**src/rtl/y_writeback_ctrl_pkg.sv**
```systemverilog
// Shared definitions for the Y write-back controller: row geometry, FSM encoding,
// the queued request layout and the lane-merge helper.
package y_writeback_ctrl_pkg;

    localparam int LANE_W    = 64;
    localparam int VAL_W     = 48;
    localparam int ROW_W     = 256;
    localparam int ADDR_W    = 11;
    localparam int NUM_LANES = 4;

    localparam logic [2:0] ST_IDLE  = 3'd0;
    localparam logic [2:0] ST_LOAD  = 3'd1;
    localparam logic [2:0] ST_RD    = 3'd2;
    localparam logic [2:0] ST_MERGE = 3'd3;
    localparam logic [2:0] ST_WR    = 3'd4;

    typedef struct packed {
        logic [VAL_W-1:0]     y_val;
        logic [ADDR_W-1:0]    diag_addr;
        logic [NUM_LANES-1:0] diag_one_hot;
        logic [ADDR_W-1:0]    non_diag_addr;
        logic [NUM_LANES-1:0] non_diag_one_hot;
        logic                 last;
    } wb_req_t;

    // Only the low VAL_W bits of a selected lane are replaced; the lane's top bits
    // and every unselected lane pass through untouched.
    function automatic logic [ROW_W-1:0] merge_lanes(
        input logic [ROW_W-1:0]     row,
        input logic [VAL_W-1:0]     val,
        input logic [NUM_LANES-1:0] sel
    );
        logic [ROW_W-1:0] merged;
        merged = row;
        for (int k = 0; k < NUM_LANES; k++) begin
            if (sel[k]) begin
                merged[k*LANE_W +: VAL_W] = val;
            end
        end
        return merged;
    endfunction

endpackage

```
**src/rtl/y_wb_fifo.sv**
```systemverilog
// Synchronous request FIFO with occupancy count; DEPTH must be a power of two so the
// pointers wrap naturally.
module y_wb_fifo #(
    parameter int DEPTH = 4,
    parameter int W     = 8
) (
    input  logic                     clk,
    input  logic                     rst_n,
    input  logic                     push,
    input  logic                     pop,
    input  logic [W-1:0]             wdata,
    output logic [W-1:0]             rdata,
    output logic [$clog2(DEPTH):0]   count,
    output logic                     full,
    output logic                     empty
);

    localparam int PW = $clog2(DEPTH);
    localparam logic [PW:0] FULL_CNT = (PW+1)'(DEPTH);

    logic [W-1:0]  store [DEPTH];
    logic [PW-1:0] wr_ptr;
    logic [PW-1:0] rd_ptr;
    logic          do_push;
    logic          do_pop;

    assign full    = (count == FULL_CNT);
    assign empty   = (count == '0);
    assign do_push = push && !full;
    assign do_pop  = pop && !empty;
    assign rdata   = store[rd_ptr];

    always_ff @(posedge clk or negedge rst_n) begin
        if (!rst_n) begin
            wr_ptr <= '0;
            rd_ptr <= '0;
            count  <= '0;
        end else begin
            if (do_push) wr_ptr <= wr_ptr + 1'b1;
            if (do_pop)  rd_ptr <= rd_ptr + 1'b1;
            case ({do_push, do_pop})
                2'b10:   count <= count + 1'b1;
                2'b01:   count <= count - 1'b1;
                default: count <= count;
            endcase
        end
    end

    always_ff @(posedge clk) begin
        if (do_push) store[wr_ptr] <= wdata;
    end

endmodule

```
**src/rtl/y_writeback_ctrl.sv**
```systemverilog
// Y write-back controller: queues Y updates and performs a lane-merging
// read-modify-write into the Y SRAM for the diagonal and off-diagonal rows.
module y_writeback_ctrl #(
    parameter int DEPTH  = 4,
    parameter int LANE_W = 64,
    parameter int VAL_W  = 48
) (
    input  logic                  clock,
    input  logic                  reset,
    input  logic                  wb_valid,
    output logic                  wb_ready,
    input  logic [VAL_W-1:0]      wb_yVal,
    input  logic [10:0]           wb_diagAddr,
    input  logic [3:0]            wb_diagOneHot,
    input  logic [10:0]           wb_nonDiagAddr,
    input  logic [3:0]            wb_nonDiagOneHot,
    input  logic                  wb_last,
    output logic [10:0]           mem_addr,
    output logic                  mem_rdEn,
    input  logic [4*LANE_W-1:0]   mem_rdData,
    output logic                  mem_wrEn,
    output logic [4*LANE_W-1:0]   mem_wrData,
    output logic                  wb_busy,
    output logic                  wb_done
);
    import y_writeback_ctrl_pkg::*;

    wb_req_t                in_req;
    wb_req_t                head_req;
    wb_req_t                cur_req;
    logic                   push;
    logic                   pop;
    logic                   fifo_full;
    logic                   fifo_empty;
    logic [$clog2(DEPTH):0] fifo_count;

    logic [2:0]             state;
    logic                   pend_diag;
    logic                   pend_nd;
    logic                   load_done;
    logic [ADDR_W-1:0]      op_addr;
    logic [NUM_LANES-1:0]   op_sel;
    logic [ROW_W-1:0]       merged;

    assign in_req = {wb_yVal, wb_diagAddr, wb_diagOneHot, wb_nonDiagAddr, wb_nonDiagOneHot, wb_last};

    y_wb_fifo #(
        .DEPTH (DEPTH),
        .W     ($bits(wb_req_t))
    ) u_fifo (
        .clk   (clock),
        .rst_n (reset),
        .push  (push),
        .pop   (pop),
        .wdata (in_req),
        .rdata (head_req),
        .count (fifo_count),
        .full  (fifo_full),
        .empty (fifo_empty)
    );

    // Handshake: a request transfers on any cycle where wb_valid and wb_ready are both
    // high. wb_ready depends only on the FIFO count, never on a pop in the same cycle.
    assign wb_ready  = !fifo_full;
    assign push      = wb_valid && wb_ready;
    assign load_done = (state == ST_LOAD) && !pend_diag && !pend_nd;
    assign pop       = !fifo_empty && ((state == ST_IDLE) || load_done);

    always_ff @(posedge clock or negedge reset) begin
        if (!reset) begin
            state     <= ST_IDLE;
            cur_req   <= '0;
            pend_diag <= 1'b0;
            pend_nd   <= 1'b0;
            op_addr   <= '0;
            op_sel    <= '0;
            merged    <= '0;
            wb_done   <= 1'b0;
        end else begin
            wb_done <= 1'b0;
            if (pop) begin
                cur_req   <= head_req;
                pend_diag <= |head_req.diag_one_hot;
                pend_nd   <= |head_req.non_diag_one_hot;
                state     <= ST_LOAD;
            end
            case (state)
                ST_IDLE: ;
                ST_LOAD: begin
                    if (pend_diag) begin
                        op_addr   <= cur_req.diag_addr;
                        op_sel    <= cur_req.diag_one_hot;
                        pend_diag <= 1'b0;
                        state     <= ST_RD;
                    end else if (pend_nd) begin
                        op_addr   <= cur_req.non_diag_addr;
                        op_sel    <= cur_req.non_diag_one_hot;
                        pend_nd   <= 1'b0;
                        state     <= ST_RD;
                    end else begin
                        // A request with real sub-ops already flagged done at its last WR.
                        if (cur_req.diag_one_hot == '0 && cur_req.non_diag_one_hot == '0) begin
                            wb_done <= cur_req.last;
                        end
                        if (!pop) state <= ST_IDLE;
                    end
                end
                ST_RD: state <= ST_MERGE;
                ST_MERGE: begin
                    merged <= merge_lanes(mem_rdData, cur_req.y_val, op_sel);
                    state  <= ST_WR;
                end
                ST_WR: begin
                    if (!pend_diag && !pend_nd) wb_done <= cur_req.last;
                    state <= ST_LOAD;
                end
                default: state <= ST_IDLE;
            endcase
        end
    end

    assign mem_rdEn   = (state == ST_RD);
    assign mem_wrEn   = (state == ST_WR);
    assign mem_addr   = (mem_rdEn || mem_wrEn) ? op_addr : '0;
    assign mem_wrData = mem_wrEn ? merged : '0;
    assign wb_busy    = (fifo_count != '0) || (state != ST_IDLE);

endmodule

```
**config.mk**
```make
export PLATFORM = sky130hd
export DESIGN_NAME = y_writeback_ctrl
export DESIGN_NICKNAME = d
export VERILOG_FILES = /design/src/rtl/y_writeback_ctrl_pkg.sv /design/src/rtl/y_wb_fifo.sv /design/src/rtl/y_writeback_ctrl.sv
export SDC_FILE = /design/constraint.sdc
export NUM_CORES = 1
export LEC_CHECK = 0
export CORE_MARGIN = 1.5
export CORE_UTILIZATION = 25
export DETAILED_ROUTE_END_ITERATION = 10
export SLEW_MARGIN = 20
export SYNTH_ARGS = -nofsm -noshare
export SYNTH_HDL_FRONTEND = slang
export SYNTH_SLANG_ARGS = --single-unit
```
**constraint.sdc**
```tcl
create_clock -name clock -period 5.4 [get_ports clock]
set_clock_uncertainty 0.1 [all_clocks]
set_input_delay 1.08 -clock clock [delete_from_list [all_inputs] [get_ports clock]]
set_output_delay 1.08 -clock clock [all_outputs]
set_load 0.02 [all_outputs]
```
# Word-level counts from Yosys, hierarchy flattened
# Memories as Yosys holds them, arrays and structs flattened.
# Index checks and enable logic that the tools add are counted.
totals:
  register_bits: 363
  ramBits: 316
  memories: 1
mem_list:
  columns: ["name", "depth", "width", "read_ports", "rd_ports_with_merged_regs", "wr", "line_no", "text"]
  rows:
  - ["u_fifo.store", 4, 79, 1, 0, 1, "y_wb_fifo.sv:21", "logic [W-1:0] store [DEPTH];"]
op_classes:
  addsub: 4
  eq_ne: 7
  muxes: 30
  reduce_logical: 26
op_table:
  columns: ["op", "n"]
  rows:
  - ["two-way mux 256 bit", 1]
  - ["two-way mux 48 bit", 4]
  - ["two-way mux 11 bit", 3]
  - ["one-hot mux 3 bit (5 select lines)", 1]
  - ["two-way mux 1 bit", 13]
  - ["two-way mux 3 bit", 4]
  - ["logical AND 1 bit", 8]
  - ["zero test 4 bit", 2]
  - ["two-way mux 4 bit", 2]
  - ["OR reduction 4 bit", 2]
  - ["equality test 3 x 2 -> 1 bit (second input constant)", 2]
  - ["equality test 3 bit (second input constant)", 2]
  - ["zero test 3 bit", 2]
  - ["one-hot mux 3 bit (2 select lines)", 1]
  - ["nonzero test 3 bit", 2]
  - ["adder 2 x 1 -> 2 bit (second input constant)", 2]
  - ["zero test 1 bit", 4]
  - ["nonzero test 2 bit", 2]
  - ["adder 3 x 1 -> 3 bit (second input constant)", 1]
  - ["equality test 3 x 1 -> 1 bit (second input constant)", 1]
  - ["logical OR 1 bit", 3]
  - ["subtractor 3 x 1 -> 3 bit (second input constant)", 1]
  - ["equality test 2 x 1 -> 1 bit (second input constant)", 1]
  - ["equality test 2 bit (second input constant)", 1]
  - ["2 further kinds", 2]

# Depth between registers and ports, before layout
depth:
  word_depth: 10
  ltp_mapped: 11

# By module
# Synthesis repeated with hierarchy kept, for this count alone.
unflattened:
  cells_unflattened: 1969
  area_unflattened_um2: 28767.6
modules_own_cells:
  columns: ["mod", "n_inst", "cells_each", "area_each_um2", "seq_area_each_um2"]
  rows:
  - ["y_writeback_ctrl", 1, 1518, 16858.7, 8908.5]
  - ["y_wb_fifo", 1, 451, 11908.9, 9664.3]

# Least setup slack after synthesis
# OpenSTA, ideal clock, no wires.
synth_timing:
  path_kind: "input port to flip-flop"
  startpoint: "in wb_valid"
  endpoint: "mem u_fifo.store[0][0] (netlist bit), enable pin"
  t_arrival_ns: 2.961
  path_slack_ns: 1.892
  stages: 1
  path_cell_list: "and3_1"
synth_via:
  elab_chain_len: 4
synth_lines:
  columns: ["element", "line_no", "text"]
  rows:
  - ["start: declaration", "y_writeback_ctrl.sv:10", "input logic wb_valid,"]
  - ["logical AND 1 bit", "y_writeback_ctrl.sv:65", "assign push = wb_valid && wb_ready;"]
  - ["logical AND 1 bit", "y_wb_fifo.sv:29", "assign do_push = push && !full;"]
  - ["two-way mux 1 bit", "y_wb_fifo.sv:50", "if (do_push) store[wr_ptr] <= wdata;"]
  - ["two-way mux 1 bit (not written as such)", "y_wb_fifo.sv:50", null]
  - ["end: declaration", "y_wb_fifo.sv:21", null]
# Every way passes these cells.

# Worst setup path in the final report
layout_timing:
  startpoint: "reg state[0]"
  endpoint: "out mem_addr[3]"
layout_via:
  elab_chain_len: 3
  word_cells_on_any_way: 4
  classes_between: "eq/ne: 2; mux: 1; reduce/logical: 1"
layout_lines:
  columns: ["element", "line_no", "text"]
  rows:
  - ["start: declaration", "y_writeback_ctrl.sv:37", "logic [2:0] state;"]
  - ["start signal: assignment", "y_writeback_ctrl.sv:71", "state <= ST_IDLE;"]
  - ["start signal: assignment", "y_writeback_ctrl.sv:85", "state <= ST_LOAD;"]
  - ["start signal: assignment", "y_writeback_ctrl.sv:94", "state <= ST_RD;"]
  - ["equality test 3 x 2 -> 1 bit or equality test 3 bit (tied branches)", "y_writeback_ctrl.sv:122, y_writeback_ctrl.sv:123", null]
  - ["logical OR 1 bit *", "y_writeback_ctrl.sv:124", "assign mem_addr = (mem_rdEn || mem_wrEn) ? op_addr : '0;"]
  - ["two-way mux 11 bit *", "y_writeback_ctrl.sv:124", null]
  - ["end: declaration", "y_writeback_ctrl.sv:18", "output logic [10:0] mem_addr,"]
# Mark *: on every way between the ends. The rest lies on a longest branch, timed or not.

==> results.ini <==
[timing]
holdWs_ns = 0.362
setup_viol = 0
finalCriticalPeriod_ns = 4.28
slew_violations = 0
tns_ns = 0
worst_slew_pin_slew_ns = 1.03
rsz0062_at_grt = false
max_freq_mhz = 234
relSlewSlack_pct = 31.0
hold_viol = 0
period_share_pct = 79.2

[synthesis]
synth.area.top_cells = edfxtp_1 33%, dfrtp_1 32%, mux2i_1 6.7%
synth_edf_count = 316
avgSynthCellArea_um2 = 13.7
synthCells = 2098
yosys_warnings = 0
syn-num-nets = 2442
async_flop_share_pct = 53.5
ys_seq_elements = 679
ys_seq_area_share_pct = 64.7
ys.flop_type = dfrtp_1
ys_types = 43
synth_area_mm2 = 0.0287
synth_top_area_share_pct = 33.1
yosys.area.top_type = edfxtp_1

[power_and_ir_drop]
ir_drop_v = 0.000304
p_leak_nw = 15.5
power_density_mw_per_mm2 = 555

[setup_path]
critPathKind = flip-flop to output port
crit_arrival_ns = 3.10
path_max_fanout = 26
worst_ep_required_time_ns = 4.22
start_kind = flip-flop
worst_setup_path_end_kind = output port

[detailed_routing]
ant_nets = 0
wl_per_cell_um = 22.0
routed_via_density = 4.35
drc = 0
first_iter_violations = 968
vias = 18600
dr.pass1.iters = 5
drt-total-wl_mm = 94.0

[finish]
layout.nets = 3021
fin_util_pct = 34.4
postLayoutCellArea_mm2 = 0.0392
drive_gt1_share_pct = 12.9
syn_to_final_growth_pct = 36.7

[status]
run_status = finished clean

[cts]
root_buffer = clkbuf_16
clkTransAtPathRegs_ns = 0.06
cts-htree-levels = 3
post_cts_resized = 0
cts_sinks = 679
insertion_delay_ns = 0.66
clock_path_buffers = 3
cts-buffers-inserted = 80
post-cts-setup-buffer-count = 0
cts_hold_buf = 0
cts_tree = built

[run]
drv_cap = 0

[die]
start_util_pct = 25.2
die_area_mm2 = 0.117
coreArea_mm2 = 0.114
io_pins = 610
row_count = 124
dieHeight_um = 342
die_width_um = 342

[global_routing]
grt_pass1_wl_mm = 135
antenna_found_initial = 31
track_usage_pct = 15.8
grt_max_degree = 227
grt_use_met1_pct = 20.2
use_met3_pct = 5.82
met2_usage_pct = 25.2
top_usage_layer = met2
grt_overflow = 0
grt_pass1_vias = 19200

[placed_design]
placed_cell_area_mm2 = 0.0364
gp_congestion = 0.819
io_buffers = 609
dp_hpwl_mm = 64.4

[hold_path]
worst_hold_path_type = primary input to async pin

[placed cells by master, fill, tap and decap left out, types with 12 or more instances in the layout]
master           count
clkbuf_1            12
mux2i_1            193
mux4_2              79
nor2b_1             12
dfrtp_1            357
clkinv_2            12
buf_4               17
and2_1             257
clkbuf_16           80
mux2_2              96
nand2_1            385
o21ai_0            193
edfxtp_1           316
clkdlybuf4s50_1    608
[per-stage QoR]
| step | worst slack [ns] | cells | power (mW) |
|---|---|---|---|
| after detailed placement | 1.84 | 4107 | 16.4 |
| after global routing | 0.956 | 4260 | 23.1 |
| after CTS | 1.08 | 4256 | 22.2 |
| after floorplan | 1.89 | 2098 | 13.3 |
| final | 1.12 | 4266 | 21.8 |
| after global placement | 1.91 | 4107 | 16.2 |
[synthesized netlist by cell type (all sizes together) (2+ instances only)]
| master | n |
|---|---|
| a211oi | 2 |
| inv | 8 |
| nor2 | 3 |
| edfxtp | 316 |
| nor4 | 4 |
| clkbuf | 74 |
| buf | 66 |
| nor3b | 2 |
| o21ai | 193 |
| nand2 | 385 |
| ha | 5 |
| mux2 | 110 |
| nor2b | 12 |
| dfrtp | 363 |
| xor2 | 2 |
| mux4 | 79 |
| and3 | 5 |
| xnor2 | 4 |
| mux2i | 193 |
| nor4b | 2 |
| and2 | 257 |
[per-layer routing]
metal	wire length (um)	vias to the layer above
met5	248	-
met4	1720	36
met3	8200	133
met2	43800	593
met1	40100	9250
li1	-	8558
[layout make-up]
| class | instances | area (um2) |
|---|---|---|
| clock inverter | 51 | 633 |
| sequential | 679 | 18600 |
| timing repair buffer | 637 | 6450 |
| fill | 11200 | 74800 |
| tap | 1512 | 1890 |
| clock buffer | 98 | 2130 |
| antenna | 10 | 25.0 |
| inverter | 8 | 32.5 |
| multi-input combinational | 1271 | 9460 |
[worst max-delay path, cell delays in order (launching register included)]
cell             delay (ns)
dfrtp_1                0.55
nor3b_4                0.12
buf_4                  0.24
nor2_1                 0.79
nor2b_1                0.14
clkdlybuf4s50_1        0.59
[power breakdown]
group / internal [mW] / leakage (nW) / switching, mW / total [mW]
logic: 3.37 / 6.85 / 3.45 / 6.82
clock network: 3.37 / 1.34 / 2.31 / 5.68
registers: 7.37 / 7.28 / 1.90 / 9.28
total: 14.1 / 15.5 / 7.66 / 21.8
[path summary, 6_finish.rpt]
kind | start | end | slack, ns | cells after the start
max in group asynchronous | reset | merged[131] | 3.67 | 2
min in group clock | merged[59] | merged[59] | 0.36 | 2
min reg2reg | merged[59] | merged[59] | 0.36 | 2
max | state[0] | mem_addr[3] | 1.12 | 5
max reg2reg | pend_diag | cur_req[57] | 2.15 | 5
min | reset | merged[97] | 0.36 | 1
[logic make-up (layout without fill, tap and decap cells)]
kind of cell | after synthesis | after routing | share of synthesized area (%)
adder cells (fa/ha/maj) | 6 | 6 | 0.288
flip-flops | 679 | 679 | 64.7
AO/OA/AOI/OAI | 200 | 200 | 3.55
other | 0 | 10 | 0
multiplexers | 382 | 382 | 17.3
AND/OR/NAND/NOR | 677 | 677 | 11.5
XOR/XNOR | 6 | 6 | 0.183
buffers and inverters | 148 | 794 | 2.44
[registers in the layout, indices dropped and copies added, names as in the netlist]
register / flops
u_fifo.wr_ptr: 2
wb_done: 1
op_addr: 11
pend_nd: 1
u_fifo.store: 316
state: 3
op_sel: 4
u_fifo.count: 3
u_fifo.rd_ptr: 2
merged: 256
cur_req: 79
pend_diag: 1
Note: power is estimated with default switching activity, not from simulation.
==> edit 1: new RTL, same settings <==
Make the reset (`reset` and `rst_n`) synchronous in 2 clocked blocks.
--- a/src/rtl/y_wb_fifo.sv
+++ b/src/rtl/y_wb_fifo.sv
@@ -30,7 +30,7 @@
     assign do_pop  = pop && !empty;
     assign rdata   = store[rd_ptr];
 
-    always_ff @(posedge clk or negedge rst_n) begin
+    always_ff @(posedge clk) begin
         if (!rst_n) begin
             wr_ptr <= '0;
             rd_ptr <= '0;
--- a/src/rtl/y_writeback_ctrl.sv
+++ b/src/rtl/y_writeback_ctrl.sv
@@ -66,7 +66,7 @@
     assign load_done = (state == ST_LOAD) && !pend_diag && !pend_nd;
     assign pop       = !fifo_empty && ((state == ST_IDLE) || load_done);
 
-    always_ff @(posedge clock or negedge reset) begin
+    always_ff @(posedge clock) begin
         if (!reset) begin
             state     <= ST_IDLE;
             cur_req   <= '0;
Check against the original RTL: differs if reset is asserted again (counterexample within 4 cycles, from zero or initial values and one cycle with reset low); with reset held inactive, the same outputs for 4 cycles.
==> edit 1 against the original RTL <==
  * Wire length down 2.2%
  * First-iteration DRC count up 25%
  * Final area down 2.4%
  * Sequential cell count up 2
  * Worst setup slack worse by 140 ps
  * Area after synthesis down 2.8%
  * Synthesized cell count up 12%
Power is not compared: it rests on default switching activity, and its combinational part moved more than twofold at a synthesized area within 25%.
==> edit 1: results (changes against the original RTL) <==
- Sequential area share after synthesis: 0.6022 (was 0.6472)
- Status: complete, no violations (unchanged)
- Largest net degree at the start of global routing: 223 (was 227)
- Async set-or-reset flop fraction in the synthesized netlist: 0 (was 0.5346)
- Tot GR Track Use: 0.1576 (was 0.1582)
- Maximum fanout along the worst path: 222 (was 26)
- Total clock buffers created by CTS: 80 (unchanged)
- Share of final-layout standard cells stronger than drive strength 1: 0.09184 (was 0.1290)
- Clock slew at the register clock pins of the worst setup and hold paths: 60 ps (about the same)
- Crit-path leading delay family: buffers and inverters (was simple AND/OR/NAND/NOR gates)
- Leakage power figure: 12.16 nW
- Clk Latency, worst-skew pair: 660 ps (about the same)
- Arithmetic-cell share of the synthesized area counting full adders, half adders and majority gates: 0.002961 (was 0.002878)
- Delay of the slowest cell on the worst path: 620 ps (was 790 ps)
- Synth cell types: 38 (was 43)
- Post-layout nets: 3217 (was 3021)
- Nets in the synthesized netlist: 2691 (was 2442)
- Post-detailed-placement half-perimeter wirelength: 62300 um (was 64440 um)
- Final RePlAce weighted congestion: 0.8022 (was 0.8190)
- Largest registers: u_fifo.store (316), merged (256), cur_req (79) (unchanged)
- Most numerous cell types in the synthesized netlist: 365 x dfxtp_1, 316 x edfxtp_1, 289 x nand2_1, 258 x and2_1, 217 x nor2_1 (was 385 x nand2_1, 363 x dfrtp_1, 316 x edfxtp_1, 257 x and2_1)
- Number of enable flip-flop cells after synthesis: 316 (unchanged)
- Post-synthesis compound-gate area fraction: 0.08811 (was 0.03549)
- Routed len/inst: 20.69 um (was 22.03 um)
- Wire length of the first global-routing pass: 131500 um (was 134700 um)
- Count of cells resized by post-cts repair: 0 (unchanged)
- Xor and xnor area share after synthesis: 0.001256 (was 0.001831)
- Area contributors post-synth: edfxtp_1 34%, dfxtp_1 26%, mux2i_1 7.5%, mux4_2 6.4%, and2_1 5.8% (was edfxtp_1 33%, dfrtp_1 32%, mux2i_1 6.7%, mux4_2 6.2%, and2_1 5.6%)
- Highest ir drop seen on vdd: 0.0002487 V
- Switch Pwr: 4.892 mW
- Number of buffers added on ports: 609 (unchanged)
- Slowest cell on the critical path: clkdlybuf4s50_1 (was nor2_1)
- Via count: 19720 (was 18570)
- Vias in the first global route: 19430 (was 19210)
- Number of DRC markers in iteration 0: 1207 (was 968)
- Class of the tightest hold or removal check: reg2reg (was in2async)
- Actual slew at the worst max-slew pin: 955.6 ps (was 1035 ps)
- Count of fill cells added during filler insertion: 10990 (was 11190)
- Data arrival time of the worst path: 3240 ps (was 3100 ps)
- Initial antenna violation count: 33 (was 31)
- Mux contribution to synthesized area: 0.1384 (was 0.1733)
- H-tree levels: 3 (unchanged)
- Synthesis Warnings: 0 (unchanged)
- Number of search-and-repair iterations in the first detailed-routing pass: 6 (was 5)
## edit 1: final timing paths
path                     from               to  slack [ps]  depth (start not counted)
setup / recovery     state[2]      mem_addr[4]         980                          5
hold reg to reg   merged[125]      merged[125]         350                          2
setup reg to reg    pend_diag  u_fifo.count[2]        2420                          9
hold / removal    merged[125]      merged[125]         350                          2
## edit 1: worst register-to-register path: cells and delay by family (launching register included)
family	cells	cell delay, ps
AO/OA/AOI/OAI	2	580
XOR/XNOR	1	160
adder cells (fa/ha/maj)	2	670
buffers and inverters	2	460
flip-flops	1	510
AND/OR/NAND/NOR	2	430
## edit 1: final cells by class
cell class / instances / area (sq um) / area share
antenna: 14 / 35.03 / 0.0009155
clock buffer: 112 / 2255 / 0.05892
multi-input combinational: 1463 / 10230 / 0.2674
inverter: 11 / 51.30 / 0.001341
timing repair buffer: 636 / 6399 / 0.1672
sequential: 681 / 16820 / 0.4396
clock inverter: 37 / 613.1 / 0.01602
tap: 1488 / 1862 / 0.04865
## edit 1: cells by family after synthesis
logic type / after synthesis
AND/OR/NAND/NOR: 800
buffers and inverters: 203
XOR/XNOR: 4
adder cells (fa/ha/maj): 6
AO/OA/AOI/OAI: 366
flip-flops: 681
multiplexers: 287
## edit 1: layer usage
layer	GRT usage	routed length, um
met1	0.2008	39530
met2	0.2583	43740
met3	0.03951	6011
met4	0.05597	2488
met5	0	125
## edit 1: per-stage QoR
stage               setup WS (ps)    util  hold slack, ps  instances  cell area [sq um]
floorplan                    1892       -           331.7       2347              27890
global placement             1619  0.3195           337.2       4279              35360
detailed placement           1598  0.3195           342.0       4279              35360
CTS                         838.0  0.3454           349.7       4428              38230
global route                631.0  0.3457           367.4       4439              38260
finish                      982.8  0.3458           348.1       4442              38270
## edit 1: power groups by stage
stage | Clock, mW | Sequential (mW) | Combinational [mW]
2_1_floorplan | 0 | 6.53 | 2.32
3_3_place_gp | 0 | 7.21 | 3.07
3_5_place_dp | 0 | 7.23 | 3.10
4_1_cts | 5.95 | 7.13 | 3.11
5_1_grt | 6.14 | 7.20 | 3.35
6_report | 5.80 | 7.08 | 3.04
==> edit 2: new RTL, same flow settings <==
Without the edit above. `DEPTH` is set to 4 in 2 places; all go to 8.
--- a/src/rtl/y_wb_fifo.sv
+++ b/src/rtl/y_wb_fifo.sv
@@ -1,7 +1,7 @@
 // Synchronous request FIFO with occupancy count; DEPTH must be a power of two so the
 // pointers wrap naturally.
 module y_wb_fifo #(
-    parameter int DEPTH = 4,
+    parameter int DEPTH = 8,
     parameter int W     = 8
 ) (
     input  logic                     clk,
--- a/src/rtl/y_writeback_ctrl.sv
+++ b/src/rtl/y_writeback_ctrl.sv
@@ -1,7 +1,7 @@
 // Y write-back controller: queues Y updates and performs a lane-merging
 // read-modify-write into the Y SRAM for the diagonal and off-diagonal rows.
 module y_writeback_ctrl #(
-    parameter int DEPTH  = 4,
+    parameter int DEPTH  = 8,
     parameter int LANE_W = 64,
     parameter int VAL_W  = 48
 ) (
Check against the original RTL: same outputs for any inputs over 4 cycles, from zero or initial values and one cycle with reset low; that may be too few to reach the edited logic, so the function may still have changed.
==> edit 2 against the original RTL <==
  * Sequential cell count up 319
  * Final area grew 35%
  * Combinational power grew 23%
  * Cell count is 31% higher
  * Worst setup slack got worse by 240 ps
  * Count of clock-buffer cells in the layout up 55
  * Area after synthesis increased by 42%
  * Total power rose by 30%
  * Wire length rose by 39%
  * Critical endpoint is now mem_wrData[216]
  * Largest power group unchanged
  * Highest routed layer unchanged
==> edit 2: results (changes against the original RTL) <==
- Initial antenna violation count: 57 (was 31)
- Total clock buffers created by CTS: 110 (was 80)
- Worst setup slack after placement: 1561 ps (was 1841 ps)
- Fin worst setup slack: 880.2 ps (was 1121 ps)
- Area contributors post-synth: edfxtp_1 47%, dfrtp_1 22%, mux4_2 8.7%, mux2i_1 7.0%, nand2_1 4.4% (was edfxtp_1 33%, dfrtp_1 32%, mux2i_1 6.7%, mux4_2 6.2%, and2_1 5.6%)
- Post-layout nets: 3662 (was 3021)
- Post-DP Area: 49390 sq um (was 36430 sq um)
- Setup slack on the worst flop-to-flop path: 1890 ps (was 2150 ps)
- Largest net degree at the start of global routing: 167 (was 227)
- Final RePlAce weighted congestion: 0.8206 (was 0.8190)
- Number of DRC markers in iteration 0: 1703 (was 968)
- Slowest cell on the critical path: clkdlybuf4s50_1 (was nor2_1)
- Data arrival time of the worst path: 3340 ps (was 3100 ps)
- Xor and xnor area share after synthesis: 0.001503 (was 0.001831)
- Via count: 24450 (was 18570)
- Delay of the slowest cell on the worst path: 680 ps (was 790 ps)
- Leakage power figure: 19.96 nW (was 15.47 nW)
- Post-synthesis compound-gate area fraction: 0.03656 (was 0.03549)
- Clk Latency, worst-skew pair: 690 ps (was 660 ps)
- Status: complete, no violations (unchanged)
- Wire length of the first global-routing pass: 182600 um (was 134700 um)
- Placed Cells incl. Taps: 5381 (was 4107)
- Sequential area share after synthesis: 0.6898 (was 0.6472)
- Cells after Synth: 2728 (was 2098)
- Post-detailed-placement half-perimeter wirelength: 87720 um (was 64440 um)
- Highest ir drop seen on vdd: 0.0003366 V (was 0.0003042 V)
- Vias in the first global route: 24880 (was 19210)
- Crit-path leading delay family: buffers and inverters (was simple AND/OR/NAND/NOR gates)
-- edit 2: area by class of cell --
cell class | count | area [sq um]
antenna | 10 | 25.02
clock buffer | 153 | 3129
clock inverter | 54 | 494.2
fill | 16030 | 109400
inverter | 5 | 18.77
multi-input combinational | 1548 | 11880
sequential | 998 | 28160
tap | 2175 | 2721
timing repair buffer | 655 | 6613
-- edit 2: metal layers --
metal	vias to the layer above	share of wire	global-route usage
li1	11130	-	-
met1	12370	0.41	0.1934
met2	672	0.48	0.2533
met3	220	0.079	0.05105
met4	58	0.026	0.04091
met5	-	0.0031	0
-- edit 2: logic make-up after synthesis --
kind of cell,after synthesis
DFF,998
and+or+nand+nor,792
muxes,446
AOI/OAI and AO/OA,297
buffers and inverters,182
xor gates and xnor gates,7
adders and majority gates,6
